--- config.mk ---
export PLATFORM = sky130hd
export DESIGN_NAME = control_unit_top_flat
export DESIGN_NICKNAME = d
export VERILOG_FILES = /design/src/rtl/control_unit_if.sv /design/src/rtl/control_unit_top.sv /design/src/flat_wrapper.sv
export SDC_FILE = /design/constraint.sdc
export NUM_CORES = 1
export LEC_CHECK = 0
export ABC_AREA = 1
export CAP_MARGIN = 20
export CELL_PAD_IN_SITES_DETAIL_PLACEMENT = 1
export CELL_PAD_IN_SITES_GLOBAL_PLACEMENT = 1
export CORE_AREA = 2 2 54 61
export CTS_BUF_LIST = sky130_fd_sc_hd__clkbuf_8
export DETAILED_ROUTE_END_ITERATION = 7
export DIE_AREA = 0 0 56 63
export GPL_TIMING_DRIVEN = 0
export HOLD_SLACK_MARGIN = 0.15
export PLACE_DENSITY = 0.75
export SYNTH_ARGS = -nofsm -noshare
export SYNTH_HDL_FRONTEND = slang
export SYNTH_SLANG_ARGS = --single-unit
--- constraint.sdc ---
create_clock -name clk -period 0.8 [get_ports clk]
set_clock_uncertainty 0.05 [all_clocks]
set_input_delay 0.16 -clock clk [delete_from_list [all_inputs] [get_ports clk]]
set_output_delay 0.16 -clock clk [all_outputs]
set_load 0.1 [all_outputs]
--- src/rtl/control_unit_if.sv ---
`default_nettype none
// ============================================================================
// Module      : control_unit_if
// Description : Decode inputs and registered control outputs of the ID-stage
//               control unit.
// Revision    : 1.0 - initial release
// ============================================================================
interface control_unit_if;
    logic [5:0] op_code;
    logic [5:0] control_unit_funct;
    logic       eq_ne;

    logic       reg_write;
    logic       reg_dst;
    logic       ALUSrc_A;
    logic [3:0] ALU_Func;
    logic       mem_write;
    logic       mem_to_reg;
    logic       se_ze;
    logic [1:0] out_select;
    logic       start_mult;
    logic       mult_sign;
    logic       output_branch;
    logic [1:0] pc_source;
    logic       mem_read;
    logic       hilo_sel;

    modport master (
        output op_code, control_unit_funct, eq_ne,
        input  reg_write, reg_dst, ALUSrc_A, ALU_Func, mem_write, mem_to_reg,
               se_ze, out_select, start_mult, mult_sign, output_branch,
               pc_source, mem_read, hilo_sel
    );

    modport slave (
        input  op_code, control_unit_funct, eq_ne,
        output reg_write, reg_dst, ALUSrc_A, ALU_Func, mem_write, mem_to_reg,
               se_ze, out_select, start_mult, mult_sign, output_branch,
               pc_source, mem_read, hilo_sel
    );
endinterface
`default_nettype wire

--- src/rtl/control_unit_top.sv ---
`default_nettype none
// ============================================================================
// Module      : control_unit_top
// Description : ID-stage decode controller for the MIPS-subset pipeline;
//               every control output is registered (one cycle latency).
// Revision    : 1.0 - initial release
// ============================================================================
module control_unit_top (
    input  wire              clk,
    input  wire              rst_n,
    control_unit_if.slave    bus
);
    localparam logic [3:0] c_alu_and  = 4'b0000;
    localparam logic [3:0] c_alu_or   = 4'b0001;
    localparam logic [3:0] c_alu_xor  = 4'b0010;
    localparam logic [3:0] c_alu_xnor = 4'b0011;
    localparam logic [3:0] c_alu_add  = 4'b0100;
    localparam logic [3:0] c_alu_sub  = 4'b1100;
    localparam logic [3:0] c_alu_slt  = 4'b1101;

    // Packed order: reg_write, reg_dst, ALUSrc_A, ALU_Func, mem_write,
    // mem_to_reg, se_ze, out_select, start_mult, mult_sign, output_branch,
    // pc_source, mem_read, hilo_sel
    typedef struct packed {
        logic       reg_write;
        logic       reg_dst;
        logic       alu_src_a;
        logic [3:0] alu_func;
        logic       mem_write;
        logic       mem_to_reg;
        logic       se_ze;
        logic [1:0] out_select;
        logic       start_mult;
        logic       mult_sign;
        logic       output_branch;
        logic [1:0] pc_source;
        logic       mem_read;
        logic       hilo_sel;
    } ctrl_t;

    ctrl_t w_ctrl;
    ctrl_t r_ctrl;

    always_comb begin
        w_ctrl          = '0;
        w_ctrl.mem_read = 1'b1;
        case (bus.op_code)
            6'b000000: begin
                case (bus.control_unit_funct)
                    6'b100000, 6'b100001: begin
                        w_ctrl.reg_write = 1'b1; w_ctrl.reg_dst = 1'b1;
                        w_ctrl.alu_func  = c_alu_add;
                    end
                    6'b100010, 6'b100011: begin
                        w_ctrl.reg_write = 1'b1; w_ctrl.reg_dst = 1'b1;
                        w_ctrl.alu_func  = c_alu_sub;
                    end
                    6'b100100: begin
                        w_ctrl.reg_write = 1'b1; w_ctrl.reg_dst = 1'b1;
                        w_ctrl.alu_func  = c_alu_and;
                    end
                    6'b100101: begin
                        w_ctrl.reg_write = 1'b1; w_ctrl.reg_dst = 1'b1;
                        w_ctrl.alu_func  = c_alu_or;
                    end
                    6'b100110: begin
                        w_ctrl.reg_write = 1'b1; w_ctrl.reg_dst = 1'b1;
                        w_ctrl.alu_func  = c_alu_xor;
                    end
                    6'b001100: begin
                        w_ctrl.reg_write = 1'b1; w_ctrl.reg_dst = 1'b1;
                        w_ctrl.alu_func  = c_alu_xnor;
                    end
                    6'b101010, 6'b101011: begin
                        w_ctrl.reg_write = 1'b1; w_ctrl.reg_dst = 1'b1;
                        w_ctrl.alu_func  = c_alu_slt;
                    end
                    6'b010000, 6'b010010: begin
                        w_ctrl.reg_write  = 1'b1; w_ctrl.reg_dst = 1'b1;
                        w_ctrl.out_select = 2'b11;
                        w_ctrl.hilo_sel   = ~bus.control_unit_funct[1];
                    end
                    6'b011000, 6'b011001: begin
                        w_ctrl.reg_write  = 1'b1; w_ctrl.reg_dst = 1'b1;
                        w_ctrl.out_select = 2'b10;
                        w_ctrl.start_mult = 1'b1;
                        w_ctrl.mult_sign  = ~bus.control_unit_funct[0];
                    end
                    default: ;
                endcase
            end
            6'b000010: begin
                w_ctrl.mem_to_reg = 1'b1;
                w_ctrl.pc_source  = 2'b10;
            end
            6'b000100, 6'b000101: begin
                // BEQ takes on equal, BNE (op_code[0]=1) on not-equal
                w_ctrl.mem_to_reg    = 1'b1;
                w_ctrl.output_branch = bus.eq_ne ^ bus.op_code[0];
                w_ctrl.pc_source     = {1'b0, bus.eq_ne ^ bus.op_code[0]};
            end
            6'b001000, 6'b001001: begin
                w_ctrl.reg_write = 1'b1; w_ctrl.alu_src_a = 1'b1;
                w_ctrl.alu_func  = c_alu_add; w_ctrl.se_ze = 1'b1;
            end
            6'b001010, 6'b001011: begin
                w_ctrl.reg_write = 1'b1; w_ctrl.alu_src_a = 1'b1;
                w_ctrl.alu_func  = c_alu_slt; w_ctrl.se_ze = 1'b1;
            end
            6'b001100: begin
                w_ctrl.reg_write = 1'b1; w_ctrl.alu_src_a = 1'b1;
                w_ctrl.alu_func  = c_alu_and;
            end
            6'b001101: begin
                w_ctrl.reg_write = 1'b1; w_ctrl.alu_src_a = 1'b1;
                w_ctrl.alu_func  = c_alu_or;
            end
            6'b001110: begin
                w_ctrl.reg_write = 1'b1; w_ctrl.alu_src_a = 1'b1;
                w_ctrl.alu_func  = c_alu_xor;
            end
            6'b001111: begin
                w_ctrl.reg_write  = 1'b1;
                w_ctrl.out_select = 2'b01;
            end
            6'b100011: begin
                w_ctrl.reg_write = 1'b1; w_ctrl.alu_src_a = 1'b1;
                w_ctrl.alu_func  = c_alu_add; w_ctrl.se_ze = 1'b1;
            end
            6'b101011: begin
                w_ctrl.mem_write = 1'b1; w_ctrl.alu_src_a = 1'b1;
                w_ctrl.alu_func  = c_alu_add; w_ctrl.se_ze = 1'b1;
            end
            default: ;
        endcase
    end

    always_ff @(posedge clk or negedge rst_n) begin
        if (!rst_n) begin
            r_ctrl <= '0;
        end else begin
            r_ctrl <= w_ctrl;
        end
    end

    assign bus.reg_write     = r_ctrl.reg_write;
    assign bus.reg_dst       = r_ctrl.reg_dst;
    assign bus.ALUSrc_A      = r_ctrl.alu_src_a;
    assign bus.ALU_Func      = r_ctrl.alu_func;
    assign bus.mem_write     = r_ctrl.mem_write;
    assign bus.mem_to_reg    = r_ctrl.mem_to_reg;
    assign bus.se_ze         = r_ctrl.se_ze;
    assign bus.out_select    = r_ctrl.out_select;
    assign bus.start_mult    = r_ctrl.start_mult;
    assign bus.mult_sign     = r_ctrl.mult_sign;
    assign bus.output_branch = r_ctrl.output_branch;
    assign bus.pc_source     = r_ctrl.pc_source;
    assign bus.mem_read      = r_ctrl.mem_read;
    assign bus.hilo_sel      = r_ctrl.hilo_sel;
endmodule
`default_nettype wire

--- src/flat_wrapper.sv ---
// flat-port wrapper written by rule: the top's interface ports become plain ports
module control_unit_top_flat 
  (clk, rst_n, bus_op_code, bus_control_unit_funct, bus_eq_ne, bus_reg_write, bus_reg_dst, bus_ALUSrc_A, bus_ALU_Func, bus_mem_write, bus_mem_to_reg, bus_se_ze, bus_out_select, bus_start_mult, bus_mult_sign, bus_output_branch, bus_pc_source, bus_mem_read, bus_hilo_sel);
  control_unit_if bus_i ();
  input  wire clk;
  input  wire rst_n;
  input wire logic [$bits(bus_i.op_code)-1:0] bus_op_code;
  input wire logic [$bits(bus_i.control_unit_funct)-1:0] bus_control_unit_funct;
  input wire logic [$bits(bus_i.eq_ne)-1:0] bus_eq_ne;
  output wire logic [$bits(bus_i.reg_write)-1:0] bus_reg_write;
  output wire logic [$bits(bus_i.reg_dst)-1:0] bus_reg_dst;
  output wire logic [$bits(bus_i.ALUSrc_A)-1:0] bus_ALUSrc_A;
  output wire logic [$bits(bus_i.ALU_Func)-1:0] bus_ALU_Func;
  output wire logic [$bits(bus_i.mem_write)-1:0] bus_mem_write;
  output wire logic [$bits(bus_i.mem_to_reg)-1:0] bus_mem_to_reg;
  output wire logic [$bits(bus_i.se_ze)-1:0] bus_se_ze;
  output wire logic [$bits(bus_i.out_select)-1:0] bus_out_select;
  output wire logic [$bits(bus_i.start_mult)-1:0] bus_start_mult;
  output wire logic [$bits(bus_i.mult_sign)-1:0] bus_mult_sign;
  output wire logic [$bits(bus_i.output_branch)-1:0] bus_output_branch;
  output wire logic [$bits(bus_i.pc_source)-1:0] bus_pc_source;
  output wire logic [$bits(bus_i.mem_read)-1:0] bus_mem_read;
  output wire logic [$bits(bus_i.hilo_sel)-1:0] bus_hilo_sel;
  assign bus_i.op_code = bus_op_code;
  assign bus_i.control_unit_funct = bus_control_unit_funct;
  assign bus_i.eq_ne = bus_eq_ne;
  assign bus_reg_write = bus_i.reg_write;
  assign bus_reg_dst = bus_i.reg_dst;
  assign bus_ALUSrc_A = bus_i.ALUSrc_A;
  assign bus_ALU_Func = bus_i.ALU_Func;
  assign bus_mem_write = bus_i.mem_write;
  assign bus_mem_to_reg = bus_i.mem_to_reg;
  assign bus_se_ze = bus_i.se_ze;
  assign bus_out_select = bus_i.out_select;
  assign bus_start_mult = bus_i.start_mult;
  assign bus_mult_sign = bus_i.mult_sign;
  assign bus_output_branch = bus_i.output_branch;
  assign bus_pc_source = bus_i.pc_source;
  assign bus_mem_read = bus_i.mem_read;
  assign bus_hilo_sel = bus_i.hilo_sel;
  control_unit_top u_core (.clk(clk), .rst_n(rst_n), .bus(bus_i));
endmodule
==> results of run 1 <==
area by class of cell:
class / count / share of cell area
plain buffers: 1 / 0.01143
repair buffers: 45 / 0.3286
multi-input cells: 69 / 0.2764
clock buffers: 3 / 0.02357
flip-flops and latches: 18 / 0.2957
well taps: 34 / 0.02429
inverters: 18 / 0.04000
cell usage after synthesis:
cell,count,area share
nor2_1,19,0.082
nor3_4,1,0.019
o21ai_0,3,0.017
buf_4,1,0.0086
nand4_1,1,0.0072
dfrtp_1,18,0.52
nor2_2,4,0.029
o211ai_1,1,0.0086
nor2_4,1,0.013
xnor2_1,1,0.010
nand4_2,2,0.029
and3_1,1,0.0072
inv_1,18,0.077
nand3_1,13,0.075
o21ai_1,3,0.017
conb_1,1,0.0043
nand2_2,1,0.0072
nand2_1,17,0.073
final timing paths:
| path | endpoint | from |
|---|---|---|
| max | bus_pc_source[0] | u_core.bus.pc_source[0] |
| max in group asynchronous | u_core.bus.ALU_Func[0] | rst_n |
| min | u_core.bus.mem_read | rst_n |
| min in group clk | u_core.bus.mult_sign | bus_control_unit_funct[0] |
metal layers:
layer	track usage	vias up	part of all wire
met3	0.02070	9	0.032
met4	0.05357	0	0.032
met5	0	-	0
li1	-	429	-
met2	0.2926	30	0.58
met1	0.1599	434	0.35
through the flow:
stage          cells  utilization  hold slack, ns  area (um2)  setup TNS (ns)
6_report         188       0.5952         -0.2193        1752          -7.274
5_1_grt          188       0.5952         -0.1821        1752          -8.033
4_1_cts          185       0.5638         0.06899        1659          -7.106
3_5_place_dp     173       0.4537          0.6067        1335          -38.55
3_3_place_gp     173       0.4537          0.5831        1335          -36.58
2_1_floorplan    106            -         -0.1856       962.2          -1.062
what timing repair did:
| item | CTS | global route |
|---|---|---|
| gates resized for setup | 249 | 26 |
| setup buffers | 9 | 3 |
| endpoints found under the hold margin | 20 | 20 |
| endpoints found under the setup margin | 54 | 50 |
| pin swaps | 11 | 11 |
power groups by stage:
stage               sequential (mW)  combinational [mW]  clock, mW
floorplan                      1.11               0.103          0
global placement              0.966               0.418          0
detailed placement            0.967               0.429          0
CTS                           0.957               0.519      0.630
global route                  0.958               0.601      0.671
finish                        0.957               0.569      0.612
cell families after synthesis:
logic type | synth area share
flip-flops | 0.5165
AO/OA/AOI/OAI | 0.04303
other | 0.004300
XOR/XNOR | 0.01004
buffers and inverters | 0.08608
AND/OR/NAND/NOR | 0.3400
==> reports/results.md, run 1 <==
## STA
* **number of failing setup endpoints in the final timing report** 30
* **Hold Slack** -0.2193 ns
* **fin crit share** 1.537
* **RSZ-0062 raised after global routing** yes
* **Hold Fails Final Rpt** 18
* **min setup slack post-route** -0.4299 ns
* **fmax** 813.1 MHz
* **number of max-slew violations in the final report** 0
* **crit path time final** 1.230 ns

## Clocking
* **clock tree from TritonCTS** built
* **post-CTS clock slew at the launch and capture registers of the worst setup and hold paths** 0.06 ns
* **total clock buffers created by CTS** 3
* **CTS H-tree depth** 1
* **root cell of the clock tree** clkbuf_8
* **number of buffers on the longest clock path** 2
* **CTS sink count** 18

## Synth
* **Post-Syn Area** 872.1 um2
* **nets in the synthesized netlist** 121
* **post-synthesis sequential element count** 18
* **Netlist cell types** 18
* **count of warnings emitted by yosys** 0
* **Synth Instances** 106
* **Post-Synthesis Mean Instance Area** 8.227 um2
* **portion of the post-synthesis area used by sequential elements** 0.5165

## Placement
* **pre-CTS setup slack** -1.019 ns
* **IO buf count** 33
* **HPWL after detailed placement** 1.881 mm
* **last weighted congestion value of the routability-driven placer** 0.8116

## Drt
* **residual DRC count** 0
* **final WL** 2.836 mm
* **overall via count from detail_route** 902
* **first-pass detailed-route iteration total** 3
* **DRC marker count from the first detailed-route iteration** 8
* **post-DR wirelength/cell** 15.09 um
* **Antenna Violating Nets Remaining** 0
* **vias per cell** 4.798

## Finish
* **number of diodes added for antenna fixing** 0
* **most frequent cells in the layout** 19 x buf_12, 18 x dfrtp_4, 14 x nand2_1, 14 x buf_4, 10 x inv_1
* **most common cell after layout, fill and taps aside** buf_12
* **Filler Cell Count** 306
* **area of combinational cells with multiple inputs** 484.2 um2
* **synth-to-layout area growth** 100.9%
* **Largest register FFs** 4
* **total number of nets in the final design** 171
* **fraction of final layout cells with drive strength greater than 1** 0.7013
* **Register Area** 518.0 um2

## Worst setup path
* **Required @ worst endpoint** 0.59 ns
* **Critical Path Most Common Cell** buf_12
* **arrival time of the worst setup path** 1.02 ns
* **maximum cell stage delay along the critical path** 0.49 ns
* **crit path launch type** flip-flop
* **WP buf/inv** 2
* **Crit path max-delay family** flip-flops
* **start-to-end type of the worst setup path** flip-flop to output port
* **number of stages on the worst setup path** 2
* **master of the slowest instance on the critical path** dfrtp_4
* **maximum fanout encountered on the critical timing path** 2
* **series of cell instances along the critical path** buf_12 > buf_12
* **category of the worst setup path capture point** output port

## Pwr
* **total power per unit cell area** 1220 nW/um2
* **relative contribution of combinational cells to total power** 0.266
* **Peak VDD IR** 0.9757 mV
* **Pleak** 0.8437 nW
* **clock network fraction of design power** 0.286
* **internal power** 1.488 mW
* **switching power of the nets** 0.6493 mW
* **sequential share of power** 0.448
* **proportion of total power due to net switching** 0.3038
* **Tot Pwr** 2.137 mW

## Job
* **max-cap violations** 0

## Global route
* **via count of the first global-routing pass** 909
* **Global Route Usage Sum** 0.1502
* **GRT Residual Overflow** 0
* **largest net degree at the start of global routing** 19
* **wire length of the first global-routing pass** 4.202 mm
* **number of antenna violations at the first check in global routing** 0

## Worst hold path
* **path category of the worst min-delay check** input pin to async pin

## Die
* **number of top-level design ports** 34
* **Site Rows** 21
* **effective utilization at floorplan** 0.2963
* **Die Footprint** 3528 um2
* **die height** 63 um
* **core region area** 2943 um2
* **width of the chip** 56 um

## Run status
* **run status** finished with violations
* **violated checks** negative hold slack, negative setup slack

Note: power is estimated with default switching activity, not from simulation.
==> inputs of run 2 (changes only) <==
--- a/config.mk
+++ b/config.mk
@@ -14,8 +14,9 @@
 export DETAILED_ROUTE_END_ITERATION = 7
 export DIE_AREA = 0 0 56 63
 export GPL_TIMING_DRIVEN = 0
-export HOLD_SLACK_MARGIN = 0.15
+export HOLD_SLACK_MARGIN = 0.02
 export PLACE_DENSITY = 0.75
+export SLEW_MARGIN = 10
 export SYNTH_ARGS = -nofsm -noshare
 export SYNTH_HDL_FRONTEND = slang
 export SYNTH_SLANG_ARGS = --single-unit
==> results of run 2 <==
Final layout, timing and power as in run 1 (identical DEF).
